[config.mk]
export PLATFORM = sky130hd
export DESIGN_NAME = sfp_accum_dump
export DESIGN_NICKNAME = d
export VERILOG_FILES = /design/src/rtl/sfp_accum_dump.sv
export SDC_FILE = /design/constraint.sdc
export NUM_CORES = 1
export LEC_CHECK = 0
export CORE_MARGIN = 2
export CORE_UTILIZATION = 55
export DETAILED_ROUTE_END_ITERATION = 10
export GPL_TIMING_DRIVEN = 0
export PLACE_DENSITY = 0.79
export SETUP_SLACK_MARGIN = 0.5
export SLEW_MARGIN = 40
export SYNTH_ARGS = -nofsm -noshare
export SYNTH_HDL_FRONTEND = slang
export SYNTH_SLANG_ARGS = --single-unit
[constraint.sdc]
create_clock -name clk -period 3.3 [get_ports clk]
set_input_delay 0.33 -clock clk [delete_from_list [all_inputs] [get_ports clk]]
set_output_delay 0.33 -clock clk [all_outputs]
set_load 0.01 [all_outputs]
[src/rtl/sfp_accum_dump.sv]
// Integrate-and-dump accumulator for sfp samples with a one-deep output register.
// Optional macro FPLIB_ACCUM_CLIPCNT_EN adds a saturating count of clipped results.
module sfp_accum_dump #(
  parameter int IN_IW  = 2,
  parameter int IN_QW  = 6,
  parameter int OUT_IW = 4,
  parameter int OUT_QW = 6,
  parameter int N_ACC  = 16,
  parameter bit clip   = 1'b1
) (
  input  logic                     clk,
  input  logic                     rst_n,
  input  logic [IN_IW+IN_QW-1:0]   in,
  input  logic                     in_valid,
  output logic                     in_ready,
  input  logic                     clr,
`ifdef FPLIB_ACCUM_CLIPCNT_EN
  output logic [15:0]              clip_count,
  input  logic                     clip_count_clr,
`endif
  output logic [OUT_IW+OUT_QW-1:0] out,
  output logic                     out_valid,
  input  logic                     out_ready,
  output logic                     clipping
);

  localparam int IW = IN_IW + IN_QW;
  localparam int OW = OUT_IW + OUT_QW;
  localparam int CW = $clog2(N_ACC);
  localparam int AW = IW + CW;
  localparam int TW = (OUT_QW >= IN_QW) ? AW + OUT_QW - IN_QW : AW - (IN_QW - OUT_QW);

  logic signed [AW-1:0] acc;
  logic signed [AW-1:0] in_ext;
  logic signed [AW-1:0] sum;
  logic signed [TW-1:0] trunc;
  logic        [CW-1:0] cnt;
  logic        [OW-1:0] res;
  logic                 ovf;
  logic                 accept;
  logic                 last;
  logic                 load;

  assign in_ext = {{CW{in[IW-1]}}, in};
  assign sum    = acc + in_ext;
  assign accept = in_valid && in_ready;
  assign last   = (cnt == CW'(N_ACC - 1));
  assign load   = accept && last && !clr;

  // Result register is only blocked while it holds an unaccepted result.
  assign in_ready = !(out_valid && !out_ready);

  // Fractional alignment: an arithmetic right shift truncates toward -inf.
  generate
    if (OUT_QW >= IN_QW) begin : g_qw_up
      assign trunc = TW'(sum) <<< (OUT_QW - IN_QW);
    end else begin : g_qw_down
      assign trunc = TW'(sum >>> (IN_QW - OUT_QW));
    end
  endgenerate

  // Integer resize: out of range when the dropped MSBs are not a copy of the new sign bit.
  generate
    if (TW > OW) begin : g_iw_down
      logic [TW-OW:0] hi;
      logic [OW-1:0]  sat;
      assign hi  = trunc[TW-1:OW-1];
      assign ovf = !((&hi) || !(|hi));
      assign sat = trunc[TW-1] ? {1'b1, {(OW-1){1'b0}}} : {1'b0, {(OW-1){1'b1}}};
      assign res = (ovf && clip) ? sat : trunc[OW-1:0];
    end else begin : g_iw_up
      assign ovf = 1'b0;
      assign res = OW'(trunc);
    end
  endgenerate

  // NOTE: sequential state uses non-blocking assignments so every register
  // samples pre-edge values regardless of statement order.
  always_ff @(posedge clk or negedge rst_n) begin
    if (!rst_n) begin
      acc <= '0;
      cnt <= '0;
    end else if (clr) begin
      acc <= accept ? in_ext : '0;
      cnt <= accept ? CW'(1) : '0;
    end else if (accept) begin
      if (last) begin
        acc <= '0;
        cnt <= '0;
      end else begin
        acc <= sum;
        cnt <= cnt + CW'(1);
      end
    end
  end

  always_ff @(posedge clk or negedge rst_n) begin
    if (!rst_n) begin
      out       <= '0;
      clipping  <= 1'b0;
      out_valid <= 1'b0;
    end else if (load) begin
      out       <= res;
      clipping  <= ovf;
      out_valid <= 1'b1;
    end else if (out_valid && out_ready) begin
      out_valid <= 1'b0;
    end
  end

`ifdef FPLIB_ACCUM_CLIPCNT_EN
  always_ff @(posedge clk or negedge rst_n) begin
    if (!rst_n) begin
      clip_count <= '0;
    end else if (clip_count_clr) begin
      clip_count <= '0;
    end else if (out_valid && out_ready && clipping && clip_count != 16'hFFFF) begin
      clip_count <= clip_count + 16'd1;
    end
  end
`endif

endmodule

==> results of run 1 <==
through the flow:
stage               cells  TNS (ns)  setup slack (ns)  area (µm²)
floorplan             201         0             0.736        1910
global placement      271   -0.0426           -0.0347        2210
global route          287         0             0.457        2430
detailed placement    271    -0.514            -0.110        2200
finish                287         0             0.558        2430
CTS                   277         0             0.506        2280
power breakdown:
| group | total [W] | internal, W | switching (W) |
|---|---|---|---|
| sequential | 0.000388 | 0.000367 | 0.0000203 |
| clock | 0.000141 | 0.0000428 | 0.0000978 |
| combinational | 0.000562 | 0.000256 | 0.000306 |
| total | 0.00109 | 0.000666 | 0.000424 |
worst max-delay path, cell delays in order:
cell and delay [ns]:
clkdlybuf4s50_1 0.49, ha_2 0.32, a21o_1 0.21, o21bai_4 0.21, o221a_4 0.31, or3_1 0.37, a32o_2 0.33, and2_1 0.17
o31a_1 0.23
cell type report:
cell class	instances	area (µm²)	share of cell area, %
multi-input cells	156	1250	51.2
inverters	8	30.0	1.23
well taps	46	57.6	2.37
clock buffers	3	22.5	0.926
repair buffers	36	333	13.7
flip-flops and latches	28	701	28.8
plain buffers	10	42.5	1.75
cell families after synthesis:
group | count (synthesis)
adders and majority gates | 13
AOI/OAI and AO/OA | 87
and+or+nand+nor | 44
muxes | 1
buffers and inverters | 18
DFF | 28
xor gates and xnor gates | 10
metal layers:
metal	routed length, µm	track usage, %	share of wire (%)
met1	2020	32.0	41
met2	2500	43.0	51
met3	319	2.88	6.5
met4	94	7.50	1.9
met5	0	0	0
repair_timing:
| action | in CTS | in global routing |
|---|---|---|
| buffers inserted | 3 | 9 |
| gates cloned | 0 | 1 |
| pin swaps | 3 | 10 |
| setup endpoints to repair | 10 | 11 |
| resized for setup | 5 | 15 |
cell usage in the layout, fill, tap and decap left out, types with 6 or more instances in the layout:
cell,synthesis,layout
o21ai_0,11,11
a22o_1,9,9
a22oi_1,6,6
a21oi_1,16,16
dfrtp_1,28,28
clkdlybuf4s50_1,0,20
buf_4,0,12
o21bai_1,7,7
clkbuf_1,9,8
ha_1,12,7
inv_1,8,8
nand2_1,17,17
flip-flops by register name (all words and copies together) (netlist names):
| name | cells |
|---|---|
| out | 10 |
| acc | 12 |
| cnt | 4 |
| clipping | 1 |
| out_valid | 1 |
final timing paths:
check | start | to | slack, ns
max in group asynchronous | rst_n | cnt[1]$_DFFE_PN0P_ | 2.90
hold reg to reg | out[7]$_DFFE_PN0P_ | out[7]$_DFFE_PN0P_ | 0.52
setup reg to reg | acc[9]$_DFFE_PN0P_ | clipping$_DFFE_PN0P_ | 0.61
min in group clk | in[0] | acc[0]$_DFFE_PN0P_ | 0.29
hold / removal | rst_n | out[6]$_DFFE_PN0P_ | -0.002
setup / recovery | in[4] | clipping$_DFFE_PN0P_ | 0.56
==> flow_summary.toml, run 1 <==
[critical_path]
crit_fanout = 5
required_ns = 3.53
crit_arrival_ns = 2.97
start_kind = "primary input"
critPathKind = "in2reg"
reg2reg_depth = 10
endpoint_kind = "flop"

[drt]
vias = 1784
wirelength_mm = 4.94
wl_per_cell_um = 17.2
postRouteAntennaNets = 0
route.detailed.drc = 0
drtIter0Drc = 191
firstDrtPassIters = 4
via_per_inst = 6.22

[global_routing]
overflow = 0
antenna_found_initial = 0
track_usage_pct = 24.7
grt_max_degree = 29
grt_pass1_vias = 1751
grt_pass1_wl_mm = 7.92

[synthesis]
synth_top_family_by_area = "compound AO/OA/AOI/OAI gates"
synth_commonest_cells = "28 x dfrtp_1, 17 x nand2_1, 16 x a21oi_1"
synth_cells = 201
synth_simple_gate_area_share_pct = 11.3
synth_edf_count = 0
synth_top_area_share_pct = 36.6
ys_warn_count = 0
ys_seq_area_share_pct = 36.6
async_flop_share_pct = 100
ys_types = 45
synthMuxAreaShare_pct = 0.589
synth_fa_ha_area_share_pct = 8.90
synthFlopType = "dfrtp_1"
synth_top_area_cell = "dfrtp_1"
yosysMostFrequentCell = "dfrtp_1"
synth-compound-area-share_pct = 34.0
syn_area_per_cell_um2 = 9.51
synth_xor_area_share_pct = 4.97
syn_nets = 227
synthesis.area_um2 = 1910
synthTopCellsByArea = "dfrtp_1 37%, ha_1 7.9%, a21oi_1 4.2%, a22o_1 4.1%, nand2_1 3.3%"
ys_seq_elements = 28

[status]
status = "finished with violations"
failed_checks = "hold timing"

[timing]
hold_ws_ns = -0.00163
rsz0062_at_grt = "no"
slew_headroom_pct = 58.6
tightestPinTransition_ns = 0.622
slew_viol_final = 0
fin_worst_skew_ns = 0.00512
min_period_over_period_pct = 83.1
clock.fmax_mhz = 365
min_period_ns = 2.74
hold_violations = 5
setup_viol_count_final = 0

[floorplanning]
ioPinCount = 26
core.rowCount = 21
die-area_um2 = 3960
start_util_pct = 57.3
coreArea_um2 = 3340
dieHeight_um = 63.0
die_x_um = 63.0

[clock_network]
cts_buffers = 3
clkSinkCount = 28
clk_pin_slew_ns = 0.15
cts_buffer_depth = 2
postCtsHoldBufs = 0
cts_max_level = 1
cts_tree = "done"
clk_latency_ns = 0.32
cts-root-buf = "clkbuf_4"

[placement]
dp_hpwl_mm = 3.46
gp_congestion = 0.859
io_buffers = 24

[run]
drv_cap = 0

[cells_and_area]
antenna_cells = 0
area_delta_synth_final_pct = 27.2
utilization_pct = 72.9
num-fill-cells = 265
drive_gt1_share_pct = 15.4
layout.nets = 269

[power]
total_power_w = 0.00109
peakVddDrop_uv = 249
power.leakage_nw = 1.07
powerDensity_nw_per_um2 = 448

[hold_path]
hp-class = "in2async"
No activity file was read; power rests on OpenSTA's default activity.
==> inputs of run 2 (changes only) <==
--- a/config.mk
+++ b/config.mk
@@ -6,10 +6,10 @@
 export NUM_CORES = 1
 export LEC_CHECK = 0
 export CORE_MARGIN = 2
-export CORE_UTILIZATION = 55
+export CORE_UTILIZATION = 49
 export DETAILED_ROUTE_END_ITERATION = 10
 export GPL_TIMING_DRIVEN = 0
-export PLACE_DENSITY = 0.79
+export PLACE_DENSITY = 0.74
 export SETUP_SLACK_MARGIN = 0.5
 export SLEW_MARGIN = 40
 export SYNTH_ARGS = -nofsm -noshare
==> constraint.sdc (replaced) <==
create_clock -name clk -period 2.4 [get_ports clk]
set_input_delay 0.24 -clock clk [delete_from_list [all_inputs] [get_ports clk]]
set_output_delay 0.24 -clock clk [all_outputs]
set_load 0.01 [all_outputs]
==> flow_summary.toml, run 2 (synthesis gave the netlist of run 1 again) <==
[critical_path]
critPathSlowestCell = "clkdlybuf4s50_1"
path_buf_inv = 2
crit_chain = "clkdlybuf4s50_1 -> ha_2 -> a21o_1 -> nand3_1 -> o211ai_1 -> buf_4 -> or3_1 -> a32o_2 -> and2_4 -> o31a_1"
required_ns = 2.57
crit_arrival_ns = 2.83
crit_fanout = 6
start_kind = "primary input"
cpPeakStageDelay_ns = 0.50
endpoint_kind = "flop"
path_delay_family = "compound AO/OA/AOI/OAI gates"
critPathKind = "in2reg"

[placement]
dp_slack_ns = -0.762
dpl-instance-area_um2 = 2310
dp_hpwl_mm = 3.53
io_buffers = 24
gp_congestion = 0.800

[clock_network]
cts_buffers = 3
cts_tree = "done"
cts_buffer_depth = 2
clk_pin_slew_ns = 0.10
cts-root-buf = "clkbuf_8"
clk_latency_ns = 0.27
clkSinkCount = 28
cts_max_level = 1

[drt]
firstDrtPassIters = 4
wirelength_mm = 5.33
postRouteAntennaNets = 0
drtIter0Drc = 149
vias = 1836
route.detailed.drc = 0
wl_per_cell_um = 17.8
via_per_inst = 6.12

[global_routing]
grt_pass1_wl_mm = 8.35
overflow = 0
grt_max_degree = 29
antenna_found_initial = 0
track_usage_pct = 24.5
grt_pass1_vias = 1785

[timing]
tns_ns = -2.30
fin_ws_ns = -0.261
hold_violations = 0
fin_worst_skew_ns = 0.00698
tightestPinTransition_ns = 0.626
setup_viol_count_final = 10
slew_headroom_pct = 58.3
min_period_over_period_pct = 111
clock.fmax_mhz = 376
slew_viol_final = 0
rsz0062_at_grt = "yes"
min_period_ns = 2.66

[cells_and_area]
drive_gt1_share_pct = 28.2
layout_common_cells = "28 x dfrtp_1, 18 x clkdlybuf4s50_1, 17 x nand2_1"
finalInstanceArea_um2 = 2750
antenna_cells = 0
area_delta_synth_final_pct = 43.8
largest_reg_flops = 12
reg_top3 = "acc (12), out (10), cnt (4)"
layout.nets = 279
max_flop_register = "acc"
layout_commonest_cell = "dfrtp_1"
utilization_pct = 74.0

[power]
peakVddDrop_uv = 423
powerDensity_nw_per_um2 = 676
total_power_w = 0.00186
power.leakage_nw = 1.16

[floorplanning]
coreArea_um2 = 3720
core.rowCount = 22
start_util_pct = 51.4
die_x_um = 66.5
dieHeight_um = 66.5
ioPinCount = 26
die-area_um2 = 4420

[status]
status = "finished with violations"
failed_checks = "setup timing"

[run]
drv_cap = 0

[hold_path]
hp-class = "in2reg"
run 2: cell count changes in the layout (fill, tap and decap cells not counted), sizes merged:
cell / before / now
clkdlybuf4s50: 20 / 18
dlymetal6s2s: 3 / 0
dlygate4sd2: 0 / 4
dlygate4sd3: 0 / 1
a21oi: 18 / 17
buf: 13 / 25
run 2: cell type report:
| type | instances | area [µm²] |
|---|---|---|
| multi-input combinational | 155 | 1400 |
| tap | 48 | 60.1 |
| sequential | 28 | 701 |
| timing repair buffer | 47 | 445 |
| inverter | 8 | 30.0 |
| fill | 256 | 966 |
| clock buffer | 4 | 55.1 |
| buffer | 10 | 56.3 |
run 2: per-stage QoR:
step / hold slack, ns / cells
3_5_place_dp: 0.293 / 273
5_1_grt: 0.420 / 300
3_3_place_gp: 0.491 / 273
4_1_cts: 0.397 / 290
2_1_floorplan: -0.0556 / 201
6_report: 0.418 / 300
run 2: worst reg2reg max path, stage by stage, from the launching register on:
cell and delay [ns]:
dfrtp_1 0.42, ha_4 0.18, inv_2 0.05, fa_2 0.19
nand2b_4 0.14, o2bb2ai_4 0.12, o211ai_1 0.16, buf_4 0.18
or3_1 0.37, a32o_2 0.31, and2_4 0.16, o31a_1 0.28
run 2: timing repair:
action                                 4_1_cts  5_1_grt
pin swaps                                   24       21
buffers inserted                            11        9
gates resized for setup                     26       20
endpoints found under the hold margin       28        0
gates cloned                                 1        1
setup endpoints to repair                   18       22
hold buffers                                 1        0
run 2: power breakdown:
| part | total [W] | internal, W | switching [W] | leakage (nW) |
|---|---|---|---|---|
| Combinational | 0.00103 | 0.000532 | 0.000498 | 0.764 |
| Clock | 0.000289 | 0.000147 | 0.000142 | 0.0288 |
| Sequential | 0.000540 | 0.000505 | 0.0000347 | 0.370 |
| Total | 0.00186 | 0.00118 | 0.000675 | 1.16 |
run 2: worst paths after layout:
check                                   start                    to  slack [ns]  depth (start not counted)
setup / recovery                        in[5]  clipping$_DFFE_PN0P_       -0.26                         10
setup reg to reg           acc[0]$_DFFE_PN0P_  clipping$_DFFE_PN0P_       -0.25                         11
max in group asynchronous               rst_n    cnt[2]$_DFFE_PN0P_        1.47                          2
hold / removal                          in[0]    acc[0]$_DFFE_PN0P_        0.42                          3
hold reg to reg            out[2]$_DFFE_PN0P_    out[2]$_DFFE_PN0P_        0.51                          1
min in group asynchronous               rst_n    acc[9]$_DFFE_PN0P_        0.52                          2
run 2: routing by layer:
layer,vias up,part of all wire (%),GRT usage (%)
met5,-,0,0
met3,6,3.9,4.56
met1,915,42,30.2
li1,868,-,-
met2,47,54,44.6
met4,0,0.81,4.34
